[config.mk]
export PLATFORM = sky130hd
export DESIGN_NAME = jtag_ir_dr_datapath
export DESIGN_NICKNAME = d
export VERILOG_FILES = /design/src/rtl/jtag_ir_dr_datapath.sv
export SDC_FILE = /design/constraint.sdc
export NUM_CORES = 1
export LEC_CHECK = 0
export ABC_AREA = 1
export CORE_MARGIN = 5
export CORE_UTILIZATION = 56
export CTS_CLUSTER_DIAMETER = 200
export CTS_CLUSTER_SIZE = 12
export DETAILED_ROUTE_END_ITERATION = 16
export DONT_BUFFER_PORTS = 1
export GPL_ROUTABILITY_DRIVEN = 0
export PLACE_DENSITY = 0.74
export SLEW_MARGIN = 20
export SYNTH_ARGS = -nofsm -noshare
export SYNTH_HDL_FRONTEND = slang
export SYNTH_SLANG_ARGS = --single-unit
[constraint.sdc]
create_clock -name tck -period 1.7 [get_ports tck]
set_clock_uncertainty 0.1 [all_clocks]
set_input_delay 0.34 -clock tck [delete_from_list [all_inputs] [get_ports tck]]
set_output_delay 0.34 -clock tck [all_outputs]
set_load 0.02 [all_outputs]
[src/rtl/jtag_ir_dr_datapath.sv]
// JTAG IR/DR datapath sitting behind the TAP controller.
// Holds IR, BYPASS, IDCODE and USER registers and drives TDO.
module jtag_ir_dr_datapath #(
   parameter int          IR_W       = 4,
   parameter int          USER_W     = 8,
   parameter logic [31:0] IDCODE_VAL = 32'h1234_5001
) (
   input  logic              tck,
   input  logic              trst,
   input  logic [3:0]        state,
   input  logic              tdi,
   input  logic [USER_W-1:0] user_in,
   output logic              tdo,
   output logic              tdo_en,
   output logic [IR_W-1:0]   ir_out,
   output logic [USER_W-1:0] user_out,
   output logic              user_upd
);

   localparam logic [3:0] S_TLR    = 4'd0;
   localparam logic [3:0] S_CAP_DR = 4'd3;
   localparam logic [3:0] S_SH_DR  = 4'd4;
   localparam logic [3:0] S_UPD_DR = 4'd8;
   localparam logic [3:0] S_CAP_IR = 4'd10;
   localparam logic [3:0] S_SH_IR  = 4'd11;
   localparam logic [3:0] S_UPD_IR = 4'd15;

   localparam logic [IR_W-1:0] I_IDCODE = IR_W'(1);
   localparam logic [IR_W-1:0] I_USER   = IR_W'(2);

   logic [IR_W-1:0]   r_ir_sr;
   logic [IR_W-1:0]   r_ir;
   logic [31:0]       r_id_sr;
   logic [USER_W-1:0] r_user_sr;
   logic              r_bp;
   logic [USER_W-1:0] r_user_out;
   logic              r_user_upd;

   logic w_sel_id;
   logic w_sel_user;
   logic w_cap_dr;
   logic w_sh_dr;

   // Instruction decode; anything not IDCODE/USER falls to BYPASS
   assign w_sel_id   = (r_ir == I_IDCODE);
   assign w_sel_user = (r_ir == I_USER);
   assign w_cap_dr   = (state == S_CAP_DR);
   assign w_sh_dr    = (state == S_SH_DR);

   // IR shift stage and the committed instruction
   always_ff @(posedge tck or posedge trst) begin
      if (trst) begin
         r_ir_sr <= IR_W'(1);
         r_ir    <= I_IDCODE;
      end else begin
         case (state)
            S_CAP_IR: r_ir_sr <= IR_W'(1);
            S_SH_IR:  r_ir_sr <= {tdi, r_ir_sr[IR_W-1:1]};
            S_UPD_IR: r_ir    <= r_ir_sr;
            S_TLR:    r_ir    <= I_IDCODE;
            default:  ;
         endcase
      end
   end

   // IDCODE register: capture constant, shift right with tdi at MSB
   always_ff @(posedge tck or posedge trst) begin
      if (trst) begin
         r_id_sr <= IDCODE_VAL;
      end else if (w_sel_id && w_cap_dr) begin
         r_id_sr <= IDCODE_VAL;
      end else if (w_sel_id && w_sh_dr) begin
         r_id_sr <= {tdi, r_id_sr[31:1]};
      end
   end

   // USER shift register: capture user_in, shift right with tdi at MSB
   always_ff @(posedge tck or posedge trst) begin
      if (trst) begin
         r_user_sr <= '0;
      end else if (w_sel_user && w_cap_dr) begin
         r_user_sr <= user_in;
      end else if (w_sel_user && w_sh_dr) begin
         if (USER_W == 1) begin
            r_user_sr <= USER_W'(tdi);
         end else begin
            r_user_sr <= {tdi, r_user_sr[USER_W-1:1]};
         end
      end
   end

   // BYPASS bit: cleared on capture, one-cycle tdi delay while shifting
   always_ff @(posedge tck or posedge trst) begin
      if (trst) begin
         r_bp <= 1'b0;
      end else if (!w_sel_id && !w_sel_user && w_cap_dr) begin
         r_bp <= 1'b0;
      end else if (!w_sel_id && !w_sel_user && w_sh_dr) begin
         r_bp <= tdi;
      end
   end

   // USER parallel output; pulse is high while the new value is first shown
   always_ff @(posedge tck or posedge trst) begin
      if (trst) begin
         r_user_out <= '0;
         r_user_upd <= 1'b0;
      end else begin
         r_user_upd <= 1'b0;
         if (w_sel_user && (state == S_UPD_DR)) begin
            r_user_out <= r_user_sr;
            r_user_upd <= 1'b1;
         end
      end
   end

   // TDO mux: bit 0 of the active shift path, zero elsewhere
   always_comb begin
      tdo = 1'b0;
      if (state == S_SH_IR) begin
         tdo = r_ir_sr[0];
      end else if (w_sh_dr) begin
         if (w_sel_id) begin
            tdo = r_id_sr[0];
         end else if (w_sel_user) begin
            tdo = r_user_sr[0];
         end else begin
            tdo = r_bp;
         end
      end
   end

   assign tdo_en   = (state == S_SH_DR) || (state == S_SH_IR);
   assign ir_out   = r_ir;
   assign user_out = r_user_out;
   assign user_upd = r_user_upd;

endmodule

==> results of run 1 <==
==> kinds of logic after synthesis <==
| logic type | Yosys count |
|---|---|
| AO/OA/AOI/OAI | 41 |
| buffers and inverters | 27 |
| flip-flops | 58 |
| AND/OR/NAND/NOR | 179 |
==> worst max-delay path, cell delays in order, from the launching register on <==
cell and delay [ns]:
dfstp_2 0.55, nand2_2 0.08, nor2_4 0.15, nand2_2 0.07, nand2_2 0.09, inv_2 0.04
nand2_2 0.08, nand2_4 0.07
==> final timing paths <==
check / slack [ns] / startpoint / depth (start not counted) / end
setup / recovery: -0.19 / ir_out[0] / 7 / tdo
max in group asynchronous: 0.52 / trst / 3 / ir_out[0]
hold reg to reg: 0.37 / r_id_sr[12] / 2 / r_id_sr[12]
setup reg to reg: 0.05 / ir_out[0] / 7 / r_id_sr[14]
hold / removal: 0.07 / tdi / 2 / r_id_sr[31]
min in group asynchronous: 0.38 / trst / 2 / r_user_sr[5]
==> final cells by class <==
type                    instances  share of cell area
clock buffers                  13              0.0502
well taps                      54              0.0214
clock inverters                 3              0.0127
repair buffers                 22              0.0835
flip-flops and latches         58               0.463
multi-input cells             220               0.347
inverters                      18              0.0225
==> repair_timing <==
| item | in CTS | in global routing |
|---|---|---|
| gates cloned | 0 | 5 |
| pin swaps | 3 | 8 |
| endpoints found under the hold margin | 17 | 0 |
| buffers inserted | 5 | 2 |
| hold buffers | 1 | 0 |
| gates resized for setup | 8 | 13 |
| setup endpoints to repair | 1 | 34 |
==> metrics by stage <==
step | hold WS (ns) | cell area, um^2 | cells | setup TNS (ns) | total power [W]
global route | 0.0640 | 3160 | 388 | -0.261 | 0.00374
CTS | 0.0588 | 3020 | 383 | -1.18 | 0.00350
global placement | 0.128 | 2750 | 361 | 0 | 0.00214
floorplan | 0.329 | 2650 | 305 | 0 | 0.00204
detailed placement | 0.129 | 2750 | 361 | 0 | 0.00215
finish | 0.0673 | 3160 | 388 | -0.190 | 0.00359
==> placed cells by master (no fill, tap or decap) <==
cell type / n
o21ai_2: 24
dlygate4sd3_1: 1
nor2_4: 3
clkinvlp_4: 1
buf_16: 1
clkbuf_1: 2
inv_2: 8
nand4_1: 1
nand2_4: 4
nor2_2: 1
clkinv_2: 2
dfstp_2: 10
buf_8: 1
bufinv_16: 1
nand3_2: 2
buf_6: 1
o22ai_1: 6
nor2_1: 13
o21ai_0: 3
nand3_1: 12
nand2_1: 133
buf_12: 1
clkbuf_16: 3
buf_4: 14
nand2_2: 8
nor3_1: 1
dfrtp_1: 48
inv_1: 9
nand2_8: 1
o21ai_1: 8
clkbuf_8: 11
==> registers in the layout, summed over array words and instances (netlist names) <==
name       count
r_ir_sr        4
r_bp           1
user_out       8
ir_out         4
r_id_sr       32
user_upd       1
r_user_sr      8
==> power by group <==
group          switching, W  internal [W]
registers         0.0000836       0.00156
clock network      0.000527      0.000753
logic              0.000385      0.000280
==> routing by layer <==
metal	wire length, um	vias up	share of wire
met5	0	-	0
met4	82	0	0.014
met3	239	9	0.042
met2	2820	49	0.49
met1	2570	990	0.45
li1	-	1015	-
==> flow_summary.ini, run 1 <==
[critical_path]
worstSetupEndpointType = output port
path_class = register to output port
critPathMaxFanout = 3
arrival_ns = 1.45
cp_data_required_time_ns = 1.26
start_kind = register

[timing]
worst_pin_slew_ns = 0.398
min_period_ns = 1.89
slew_headroom = 0.734
period_share = 1.11
rsz0062_at_grt = true
hold_viol = 0
finalSetupViolCount = 1
max_freq_ghz = 0.529
maxSlewViolCount = 0
fin_ws_ns = -0.190

[clock_tree]
cts_root_buf = clkbuf_8
cts_sinks = 58
cts.path.max_buffers = 2
cts_tree = yes
htreeDepth = 3
cts_buffers = 9
insertion_delay_ns = 0.33
clkTransAtPathRegs_ns = 0.06

[routing]
drt-initial-drc-count = 106
post-route-drc-count = 0
vias = 2063
dr.pass1.iters = 4
vias_per_cell = 5.32
routed_wl_um = 5710
routedWlPerCell_um = 14.7
antenna_left = 0

[final_layout]
nNetsFinal = 344
drive_gt1_frac = 0.290
diodes = 0
multi_input_area_mm2 = 0.00110
fin_util = 0.679
fillCellCount = 366
syn_to_final_growth_pct = 19.6
ff_latch_area_mm2 = 0.00146

[synth]
synth_top_area_frac = 0.454
synth_top_family_by_area = simple AND/OR/NAND/NOR gates
synthCells = 305
ys_warn_count = 0
avgSynthCellArea_um2 = 8.67
synthMuxAreaShare = 0
synthAdderAreaFrac = 0
synth-xor-area-share = 0
synth-compound-area-share = 0.114
synth_common_cells = 141 x nand2_1, 48 x dfrtp_1, 24 x o21ai_2
ys_top_cells_by_area = dfrtp_1 45%, nand2_1 20%, dfstp_2 9.9%
yosys.cell_count.top_type = nand2_1
synth_seq_cells = 58
synth_area_leader_cell = dfrtp_1
synthArstFlopShare = 1.00
synth_cell_type_count = 21
synthSimpleGateAreaFrac = 0.276
ys_seq_area_frac = 0.553
synth_edf_count = 0
syn-num-nets = 320
syn-cell-area_mm2 = 0.00265
ys.flop_type = dfrtp_1

[floorplan]
floorplan.rows = 25
coreArea_mm2 = 0.00466
ios = 30
die_w_um = 78.7
die_h_um = 78.7
die_area_mm2 = 0.00620
start_util = 0.568

[job]
maxCapViolCount = 0

[global_route]
grt_start_max_net_pins = 65
grt_usage = 0.178
grt_pass1_wl_um = 8580
gr-usage-met2 = 0.272
grtUsageMet3 = 0.0317
gr-max-usage-layer = met2
grt_pass1_vias = 1861
grt_use_met1 = 0.242
antenna_found_initial = 0
grt_overflow = 0

[placement]
dp_hpwl_um = 3170
place_ws_ns = 0.140
port_buffers = 0

[min_path]
worstHoldPathType = input pin to register

[power]
power.density_mw_per_mm2 = 1130
leakage_nw = 1.55
ir_drop_mv = 0.668

[status]
status = finished with violations
violations = negative setup slack
Power figures use the tool's default switching activity.
==> inputs of run 2 (changes only) <==
--- a/config.mk
+++ b/config.mk
@@ -14,6 +14,7 @@
 export DONT_BUFFER_PORTS = 1
 export GPL_ROUTABILITY_DRIVEN = 0
 export PLACE_DENSITY = 0.74
+export RECOVER_POWER = 50
 export SLEW_MARGIN = 20
 export SYNTH_ARGS = -nofsm -noshare
 export SYNTH_HDL_FRONTEND = slang
==> run 2 against run 1 <==
The run still ends with negative setup slack left. Critical path type unchanged. First-iteration DRC count down 4.7%. Maximum frequency rose by 0.67%. Power down 0.11%. Utilization decreased by 0.19 points. Highest routed layer unchanged. Final area is 0.28% lower. Critical endpoint unchanged. Worst setup slack improved by 0.013 ns.
==> flow_summary.ini, run 2 (synthesized netlist as in run 1, its figures left out) <==
[final_layout]
fin_cells = 388
top_register = r_id_sr
fillCellCount = 365
nNetsFinal = 344
final_common_cell = nand2_1
largest_register_ffs = 32
final_cell_mix = 134 x nand2_1, 48 x dfrtp_1, 24 x o21ai_2, 13 x nor2_1, 13 x buf_4
drive_gt1_frac = 0.281
syn_to_final_growth_pct = 19.3
diodes = 0

[power]
p_switching_w = 0.000993
power_w = 0.00358
leakage_nw = 1.55
power.density_mw_per_mm2 = 1140
internal_power_w = 0.00259
ir_drop_mv = 0.669
p_comb_frac = 0.184
p_seq_frac = 0.458
clkPwrFrac = 0.357
netSwitchingFraction = 0.277

[critical_path]
crit_chain = nand2_2, nor2_4, nand2_2, nand2_2, inv_2, nand2_2, nand2_4
cp_slowest_cell = dfstp_2
worstSetupEndpointType = output port
cp_data_required_time_ns = 1.26
crit_family = flip-flops
worst-path-buf-inv = 1
critPathMaxFanout = 3
cp_common_cell = nand2_2
path_class = register to output port
arrival_ns = 1.44
slowest_delay_ns = 0.55
start_kind = register

[timing]
fin_hold_ws_ns = 0.0649
min_period_ns = 1.88
timing.setup.tns_ns = -0.178
max_freq_ghz = 0.533
period_share = 1.10
slew_headroom = 0.456
fin_ws_ns = -0.178
maxSlewViolCount = 0
worst_pin_slew_ns = 0.811
rsz0062_at_grt = true
finalSetupViolCount = 1
hold_viol = 0

[clock_tree]
cts_sinks = 58
cts.path.max_buffers = 2
insertion_delay_ns = 0.33
clkTransAtPathRegs_ns = 0.06
cts_root_buf = clkbuf_8
cts_buffers = 9
htreeDepth = 3
cts_tree = yes

[status]
status = finished with violations
violations = negative setup slack

[global_route]
antenna_found_initial = 0
grt_pass1_wl_um = 8580
grt_start_max_net_pins = 65
grt_pass1_vias = 1861
grt_overflow = 0
grt_usage = 0.178

[routing]
drt-initial-drc-count = 101
routed_wl_um = 5660
post-route-drc-count = 0
antenna_left = 0
dr.pass1.iters = 5
vias_per_cell = 5.35
vias = 2075
routedWlPerCell_um = 14.6

[placement]
dp_cells = 361
place_ws_ns = 0.140
port_buffers = 0
dp_hpwl_um = 3170

[floorplan]
die_h_um = 78.7
die_w_um = 78.7
floorplan.rows = 25
coreArea_mm2 = 0.00466
start_util = 0.568
die_area_mm2 = 0.00620
ios = 30

[min_path]
worstHoldPathType = input pin to register

[job]
maxCapViolCount = 0
run 2: cell type report:
class | count | area (um^2) | share of cell area
Clock buffer | 13 | 159 | 0.0504
Sequential cell | 58 | 1460 | 0.464
Multi-Input combinational cell | 220 | 1090 | 0.347
Timing Repair Buffer | 22 | 260 | 0.0825
Inverter | 18 | 68.8 | 0.0218
Tap cell | 54 | 67.6 | 0.0214
Clock inverter | 3 | 40.0 | 0.0127
run 2: final timing paths:
| check | end | depth (start not counted) | startpoint | slack (ns) |
|---|---|---|---|---|
| worst max-delay path | tdo | 7 | ir_out[0] | -0.18 |
| worst min-delay path | r_id_sr[31] | 2 | tdi | 0.06 |
| worst max register to register | r_id_sr[14] | 7 | ir_out[0] | 0.06 |
| worst min register to register | r_id_sr[12] | 2 | r_id_sr[12] | 0.37 |
| max in group asynchronous | ir_out[0] | 3 | trst | 0.31 |
| min in group asynchronous | r_user_sr[5] | 2 | trst | 0.48 |
run 2: per-stage QoR:
| stage | cell area, um^2 | utilization |
|---|---|---|
| 3_5_place_dp | 2750 | 0.589 |
| 4_1_cts | 3020 | 0.648 |
| 3_3_place_gp | 2750 | 0.589 |
| 2_1_floorplan | 2650 | - |
| 5_1_grt | 3150 | 0.677 |
| 6_report | 3150 | 0.677 |
run 2: layer usage:
metal	part of all wire	up-vias	routed length, um	track usage
li1	-	1015	-	-
met4	0.015	0	84	0.0962
met2	0.50	43	2820	0.272
met3	0.045	9	254	0.0317
met5	0	-	0	0
met1	0.44	1008	2510	0.242
run 2: power groups by stage:
stage / Clock (W) / Sequential [W] / Combinational (W)
floorplan: 0 / 0.00166 / 0.000384
global placement: 0 / 0.00166 / 0.000484
detailed placement: 0 / 0.00166 / 0.000494
CTS: 0.00128 / 0.00164 / 0.000580
global route: 0.00135 / 0.00166 / 0.000726
finish: 0.00128 / 0.00164 / 0.000661
run 2: repair_timing:
item                       CTS  global route
hold endpoints to repair    17             0
gates cloned                 0             5
pin swaps                    3             8
hold buffers                 1             0
setup endpoints to repair    1            34
resized for setup            8            13
setup buffers                5             2
==> inputs of run 3 (changes only) <==
--- a/config.mk
+++ b/config.mk
@@ -6,13 +6,13 @@
 export NUM_CORES = 1
 export LEC_CHECK = 0
 export ABC_AREA = 1
+export ABC_CLOCK_PERIOD_IN_PS = 1700
 export CORE_MARGIN = 5
 export CORE_UTILIZATION = 56
 export CTS_CLUSTER_DIAMETER = 200
 export CTS_CLUSTER_SIZE = 12
 export DETAILED_ROUTE_END_ITERATION = 16
 export DONT_BUFFER_PORTS = 1
-export GPL_ROUTABILITY_DRIVEN = 0
 export PLACE_DENSITY = 0.74
 export RECOVER_POWER = 50
 export SLEW_MARGIN = 20
==> results of run 3 <==
The final DEF is identical to that of run 2; final timing and power are the same.
